--- src/rtl/alu_share_arb.sv ---
// alu_share_arb: shares one external ALU between NREQ requesters.
// Round-robin grant, valid/ready handshake per requester, one registered
// response slot tagged with requester id and tag, and a saturating count
// of responses whose ALU result overflowed.
module alu_share_arb #(
    parameter int NREQ  = 2,
    parameter int TAG_W = 4,
    parameter int IDW   = (NREQ > 2) ? $clog2(NREQ) : 1
) (
    input  logic                    clk,
    input  logic                    rst,
    input  logic [NREQ-1:0]         req_valid,
    output logic [NREQ-1:0]         req_ready,
    input  logic [NREQ*32-1:0]      req_a,
    input  logic [NREQ*32-1:0]      req_b,
    input  logic [NREQ*4-1:0]       req_op,
    input  logic [NREQ*TAG_W-1:0]   req_tag,
    output logic [31:0]             alu_a,
    output logic [31:0]             alu_b,
    output logic [3:0]              alu_op,
    input  logic [31:0]             alu_res,
    input  logic                    alu_zero,
    input  logic                    alu_less,
    input  logic                    alu_ovf,
    output logic                    rsp_valid,
    input  logic                    rsp_ready,
    output logic [IDW-1:0]          rsp_id,
    output logic [TAG_W-1:0]        rsp_tag,
    output logic [31:0]             rsp_data,
    output logic [2:0]              rsp_flags,
    output logic [15:0]             ovf_cnt
);

    logic               w_slot_free;
    logic               w_gnt_found;
    logic [IDW-1:0]     w_gnt_idx;
    logic [NREQ-1:0]    w_gnt_onehot;
    logic               w_fire;
    logic [IDW-1:0]     w_ptr_next;
    logic [TAG_W-1:0]   w_gnt_tag;

    logic [IDW-1:0]     r_rr_ptr;
    logic               r_rsp_valid;
    logic [IDW-1:0]     r_rsp_id;
    logic [TAG_W-1:0]   r_rsp_tag;
    logic [31:0]        r_rsp_data;
    logic [2:0]         r_rsp_flags;
    logic [15:0]        r_ovf_cnt;

    // (base + k) mod NREQ for base < NREQ and k < NREQ.
    function automatic int wrap_add(input int base, input int k);
        int sum;
        sum = base + k;
        if (sum >= NREQ) sum = sum - NREQ;
        return sum;
    endfunction

    // The slot can take a new result if empty or being drained this cycle.
    assign w_slot_free = ~r_rsp_valid | rsp_ready;

    // Round-robin search: first valid requester at or after r_rr_ptr, wrapping.
    always_comb begin
        // NOTE: every signal written here gets a default first, so no path can leave it unassigned and infer a latch.
        w_gnt_found  = 1'b0;
        w_gnt_idx    = '0;
        w_gnt_onehot = '0;
        for (int k = 0; k < NREQ; k++) begin
            if (!w_gnt_found && req_valid[wrap_add(int'(r_rr_ptr), k)]) begin
                w_gnt_found = 1'b1;
                w_gnt_idx   = IDW'(wrap_add(int'(r_rr_ptr), k));
                w_gnt_onehot[wrap_add(int'(r_rr_ptr), k)] = 1'b1;
            end
        end
    end

    // Reset masks the handshake so nothing fires while the block is held in reset.
    assign req_ready = w_gnt_onehot & {NREQ{w_slot_free & ~rst}};
    assign w_fire    = w_gnt_found & w_slot_free & ~rst;

    // Drive the ALU from the granted slice; idle at zero so the ALU does not toggle.
    always_comb begin
        alu_a     = '0;
        alu_b     = '0;
        alu_op    = '0;
        w_gnt_tag = '0;
        if (w_gnt_found) begin
            alu_a     = req_a[32*int'(w_gnt_idx) +: 32];
            alu_b     = req_b[32*int'(w_gnt_idx) +: 32];
            alu_op    = req_op[4*int'(w_gnt_idx) +: 4];
            w_gnt_tag = req_tag[TAG_W*int'(w_gnt_idx) +: TAG_W];
        end
    end

    // Pointer moves to the requester after the one just served, wrapping.
    assign w_ptr_next = (int'(w_gnt_idx) == NREQ - 1) ? '0 : w_gnt_idx + IDW'(1);

    // Response slot, round-robin pointer and saturating overflow counter.
    always_ff @(posedge clk) begin
        if (rst) begin
            r_rr_ptr    <= '0;
            r_rsp_valid <= 1'b0;
            r_rsp_id    <= '0;
            r_rsp_tag   <= '0;
            r_rsp_data  <= '0;
            r_rsp_flags <= '0;
            r_ovf_cnt   <= '0;
        end else if (w_fire) begin
            // NOTE: state is updated with non-blocking assignments so every register samples pre-edge values.
            r_rsp_valid <= 1'b1;
            r_rsp_id    <= w_gnt_idx;
            r_rsp_tag   <= w_gnt_tag;
            r_rsp_data  <= alu_res;
            r_rsp_flags <= {alu_ovf, alu_less, alu_zero};
            r_rr_ptr    <= w_ptr_next;
            if (alu_ovf && (r_ovf_cnt != 16'hFFFF)) begin
                r_ovf_cnt <= r_ovf_cnt + 16'd1;
            end
        end else if (rsp_ready) begin
            r_rsp_valid <= 1'b0;
        end
    end

    assign rsp_valid = r_rsp_valid;
    assign rsp_id    = r_rsp_id;
    assign rsp_tag   = r_rsp_tag;
    assign rsp_data  = r_rsp_data;
    assign rsp_flags = r_rsp_flags;
    assign ovf_cnt   = r_ovf_cnt;

endmodule

--- config.mk ---
export PLATFORM = sky130hd
export DESIGN_NAME = alu_share_arb
export DESIGN_NICKNAME = d
export VERILOG_FILES = /design/src/rtl/alu_share_arb.sv
export SDC_FILE = /design/constraint.sdc
export NUM_CORES = 1
export LEC_CHECK = 0
export BUFFER_PORTS_ARGS = -buffer_cell sky130_fd_sc_hd__buf_4
export CAP_MARGIN = 15
export CELL_PAD_IN_SITES_DETAIL_PLACEMENT = 1
export CELL_PAD_IN_SITES_GLOBAL_PLACEMENT = 1
export CORE_AREA = 2 2 120 122
export CTS_CLUSTER_SIZE = 20
export DETAILED_ROUTE_END_ITERATION = 16
export DIE_AREA = 0 0 122 124
export PLACE_DENSITY_LB_ADDON = 0.25
export SLEW_MARGIN = 40
export SYNTH_ARGS = -nofsm -noshare
export SYNTH_HDL_FRONTEND = slang
export SYNTH_SLANG_ARGS = --single-unit
--- constraint.sdc ---
create_clock -name clk -period 2.2 [get_ports clk]
set_input_delay 0.11 -clock clk [delete_from_list [all_inputs] [get_ports clk]]
set_output_delay 0.11 -clock clk [all_outputs]
set_load 0.01 [all_outputs]
-- Word-level counts from Yosys, hierarchy flattened
Cells that the tools add are included.
- word-level logic and storage cells: 67
- input port bits: 184
- register bits: 58
- $lt $le $gt $ge: 8
- multiplexer cells: 27
- $add $sub $neg: 5
- bitwise operators: 8
- equality and inequality tests: 1
- shift operators: 4
- reductions and logical operators: 7
- operators by type and width (cell ; count):
    2-to-1 mux 32 bit ; 6
    < comparator 32 x 3 -> 1 bit (second input constant) ; 4
    variable part select 64 x 7 -> 32 bit ; 2
    greater-or-equal comparator 32 x 1 -> 1 bit (second input constant) ; 2
    adder 16 x 1 -> 16 bit (second input constant) ; 1
    != test 16 bit (second input constant) ; 1
    variable part select 8 x 4 -> 4 bit ; 2
    2-to-1 mux 1 bit ; 15
    2-to-1 mux 4 bit ; 2
    logical AND 1 bit ; 4
    2-to-1 mux 2 bit ; 2
    AND 1 bit ; 3
    subtractor 1 x 2 -> 3 bit (second input constant) ; 1
    subtractor 2 x 2 -> 3 bit (second input constant) ; 1
    adder 1 x 1 -> 2 bit (second input constant) ; 1
    AND 2 bit ; 1
    demux 1 bit (select 1 bit) ; 2
    greater-or-equal comparator 1 x 2 -> 1 bit (second input constant) ; 1
    greater-or-equal comparator 2 bit (second input constant) ; 1
    NOT 1 bit ; 2
    bitwise OR 2 bit ; 1
    AND reduction 2 bit ; 1
    nonzero test 2 bit ; 1
    adder 1 bit (second input constant) ; 1
    other kinds (2) ; 2

-- Depth between registers and ports, before layout
- word-level depth: 16
- depth in mapped cells: 7

-- Worst setup path after synthesis
Ideal clock, no wire load.
- path type: register to register
- start: register r_rsp_valid (netlist: rsp_valid)
- end: register r_ovf_cnt[13] (netlist: ovf_cnt[13])
- cell stages (with the launch flop): 6
- setup slack: 0.311 ns
- setup time: 0.121 ns
- arrival: 1.767 ns
- required time: 2.079 ns
- buffers on the path: 1
- path through: dfxtp_1 -> nor2b_1 -> buf_6 -> or3_1 -> or4_1 -> mux2_4
- word-level cells in the longest chain between the ends: 5
- RTL lines (what ; line ; RTL):
    start: declaration ; 43 ; logic r_rsp_valid;
    start signal: assignment ; 101 ; r_rsp_valid <= 1'b0;
    start signal: assignment ; 109 ; r_rsp_valid <= 1'b1;
    start signal: assignment ; 119 ; r_rsp_valid <= 1'b0;
    NOT 1 bit ; 59 ; assign w_slot_free = ~r_rsp_valid | rsp_ready;
    bitwise OR 1 bit ; 59 ;
    AND 1 bit (2 in series) ; 78 ; assign w_fire = w_gnt_found & w_slot_free & ~rst;
    AND reduction 2 bit (no source line) ; -- ;
    end signal: assignment ; 116 ; r_ovf_cnt <= r_ovf_cnt + 16'd1;
    end: declaration ; 48 ; logic [15:0] r_ovf_cnt;
Every way passes these cells.
A chain may end at the register's enable or synchronous reset.

-- Worst setup path in the final report
- start: register r_ovf_cnt[0] (netlist: ovf_cnt[0])
- end: register r_ovf_cnt[13] (netlist: ovf_cnt[13])
- word-level cells in the longest chain between the ends: 3
- elaborated cells between the ends (all ways): 4
- classes of those cells: add/sub (1); eq/ne (1); reduce/logical (2)
- RTL lines (what):
    branches (longest 3 deep; another with adder 16 x 1 -> 16 bit)
Parallel ways; which one is timed is not known.

==> results.py <==
metrics = {
    "detailed_routing": {
        "drt-pass1-iter-count": 6,
        "num_vias": 4380,
        "route.detailed.drc": 0,
        "antenna_left": 0,
        "drt-initial-drc-count": 191,
        "routed_wl_mm": 18.0,
        "wl_per_cell_um": 20.1,
        "avgViaCountPerCell": 4.89,
    },
    "cts": {
        "cts_tree": "done",
        "cts_setup_buffers": 0,
        "cts_buffers": 9,
        "cts_max_level": 3,
        "cts.sink_count": 58,
        "clock-root-buffer": "clkbuf_16",
        "cts_resized": 0,
        "cts_buffer_depth": 2,
        "ctsHoldBuffers": 34,
        "clkLatencyLatePin_ps": 340,
        "path_clk_slew_ps": 50,
    },
    "setup_path": {
        "cp.arrival_ps": 2170,
        "crit_type": "register to register",
        "critPathMaxFanout": 5,
        "r2r-start": "ovf_cnt[0]",
        "endpoint_kind": "register",
        "cp_data_required_time_ps": 2420,
        "critPathLaunch": "ovf_cnt[0]",
        "reg2regPathDepth": 4,
        "start_kind": "register",
    },
    "grt": {
        "grt_pass1_vias": 4696,
        "grt_max_degree": 76,
        "grtUsageTotal": 0.226,
        "grt_pass1_wl_mm": 25.6,
        "overflow": 0,
        "antenna_found_initial": 0,
    },
    "yosys": {
        "syn_area_per_cell_um2": 8.21,
        "ys.warnings.count": 0,
        "synth-edff-count": 0,
        "synth_area_leader_cell": "dfxtp_1",
        "netlist.area_leader.share": 0.374,
        "netlist_area_um2": 3100,
        "syn_nets": 563,
        "synth_seq_cells": 58,
        "synth_area_leaders": "dfxtp_1, a22o_1, nand2_1, nand3_1, clkbuf_1",
        "yosysSeqAreaShare": 0.374,
        "ys.flop_type": "dfxtp_1",
        "ys_async_sr_fraction": 0,
        "syn-instance-count": 378,
        "ys_types": 46,
    },
    "die": {
        "ios": 311,
        "die_h_um": 124,
        "fp.coreArea_um2": 13700,
        "fp.dieW_um": 122,
        "rows": 43,
        "dieArea_um2": 15100,
        "initial_core_util": 0.226,
    },
    "final_layout": {
        "design_area_um2": 6310,
        "drive_above_1_share": 0.486,
        "area_growth_syn_to_layout_pct": 103,
        "layout.nets": 896,
        "final_util": 0.460,
        "n_antenna_cell": 0,
    },
    "timing": {
        "slew_headroom": 0.608,
        "worst_pin_slew_ps": 584,
        "period_minus_slack_ps": 1950,
        "rsz0062_at_grt": "false",
        "skew_ps": 5.09,
        "fmax_mhz": 514,
        "setup_tns_ps": 0,
        "finalCritPeriodShare": 0.885,
        "final-hold-violation-count": 0,
        "setup_viol": 0,
        "slew_violations": 0,
    },
    "place": {
        "dp_hpwl_mm": 13.8,
        "io_buffers": 310,
        "dpl_cell_area_um2": 5660,
        "gp_congestion": 0.861,
    },
    "flow_run": {
        "drv_cap": 0,
    },
    "min_path": {
        "hold_depth": 3,
        "worstHoldPathType": "input pin to register",
        "min_from": "req_valid[1]",
    },
    "run_status": {
        "status": "finished, final reports clean",
    },
    "pwr": {
        "power.density_nw_per_um2": 591,
        "ir_drop_mv": 0.271,
        "p_leak_nw": 3.20,
    },
}
[logic make-up after synthesis]
logic type,count (synthesis),synth area share
AO/OA/AOI/OAI,107,0.283
adder cells (fa/ha/maj),1,0.00403
buffers and inverters,41,0.0549
flip-flops,58,0.374
multiplexers,8,0.0278
AND/OR/NAND/NOR,163,0.256
[routing by layer]
layer | share of wire | global-route usage | vias to the layer above
met2 | 0.57 | 0.447 | 167
met5 | 0 | 0 | -
li1 | - | - | 2073
met4 | 0.027 | 0.0920 | 0
met3 | 0.072 | 0.0714 | 27
met1 | 0.33 | 0.213 | 2113
[cell usage in the layout, fill, tap and decap left out, types with 4 or more instances in the layout]
cell	n
dlygate4sd3_1	34
mux2i_1	6
and3_1	6
clkbuf_16	9
dfxtp_1	58
a21oi_1	5
inv_1	7
o21ai_0	5
a31oi_1	4
or4_1	4
a22o_1	65
nor2b_1	4
a211oi_1	7
buf_4	318
nor2_1	9
nand4_1	4
nand3_1	39
nand2_1	82
o31ai_1	6
[flip-flops by register name, summed over array words and instances, names as in the netlist]
name       flops
rsp_tag        4
ovf_cnt       16
r_rr_ptr       1
rsp_valid      1
rsp_data      32
rsp_flags      3
rsp_id         1
[area by class of cell]
type	instances	area, um2
clock buffer	10	239
clock inverter	6	66.3
fill	1636	7410
inverter	8	30.0
multi-input combinational	279	1800
sequential	58	1160
tap	180	225
timing repair buffer	355	2790
[worst max-delay path: stages, from the launching register on]
cell	delay, ps
dfxtp_1	460
nand4b_4	120
or3_1	360
or4_1	580
mux2_4	320
[through the flow]
| step | hold slack, ps | power [mW] | cells | worst slack (ps) |
|---|---|---|---|---|
| 2_1_floorplan | 209 | 1.59 | 378 | 311 |
| 3_3_place_gp | 294 | 2.26 | 846 | 341 |
| 3_5_place_dp | 300 | 2.28 | 846 | 271 |
| 4_1_cts | 54.3 | 3.76 | 896 | 262 |
| 5_1_grt | 89.6 | 3.89 | 896 | 180 |
| 6_report | 63.7 | 3.73 | 896 | 254 |
[final timing paths]
kind	endpoint	slack, ps
setup / recovery	ovf_cnt[13]	250
setup reg to reg	ovf_cnt[13]	250
hold / removal	rsp_valid	60
hold reg to reg	rsp_data[29]	460
[synthesized netlist by cell type (3+ instances only)]
library cell  instances
a211oi_1              7
a21oi_1               5
a22o_1               65
a31oi_1               4
and3_1                6
buf_1                 4
clkbuf_1             26
dfxtp_1              58
inv_1                 7
mux2i_1               6
nand2_1              82
nand3_1              39
nand4_1               4
nor2_1                9
nor2b_1               4
o21ai_0               5
o311ai_0              3
o31ai_1               6
or4_1                 4
[report_power, final]
| group | internal (mW) | switching (mW) |
|---|---|---|
| logic | 0.633 | 0.503 |
| registers | 1.12 | 0.0447 |
| clock network | 0.905 | 0.516 |
| total | 2.66 | 1.06 |
(Power assumes the default switching activity.)
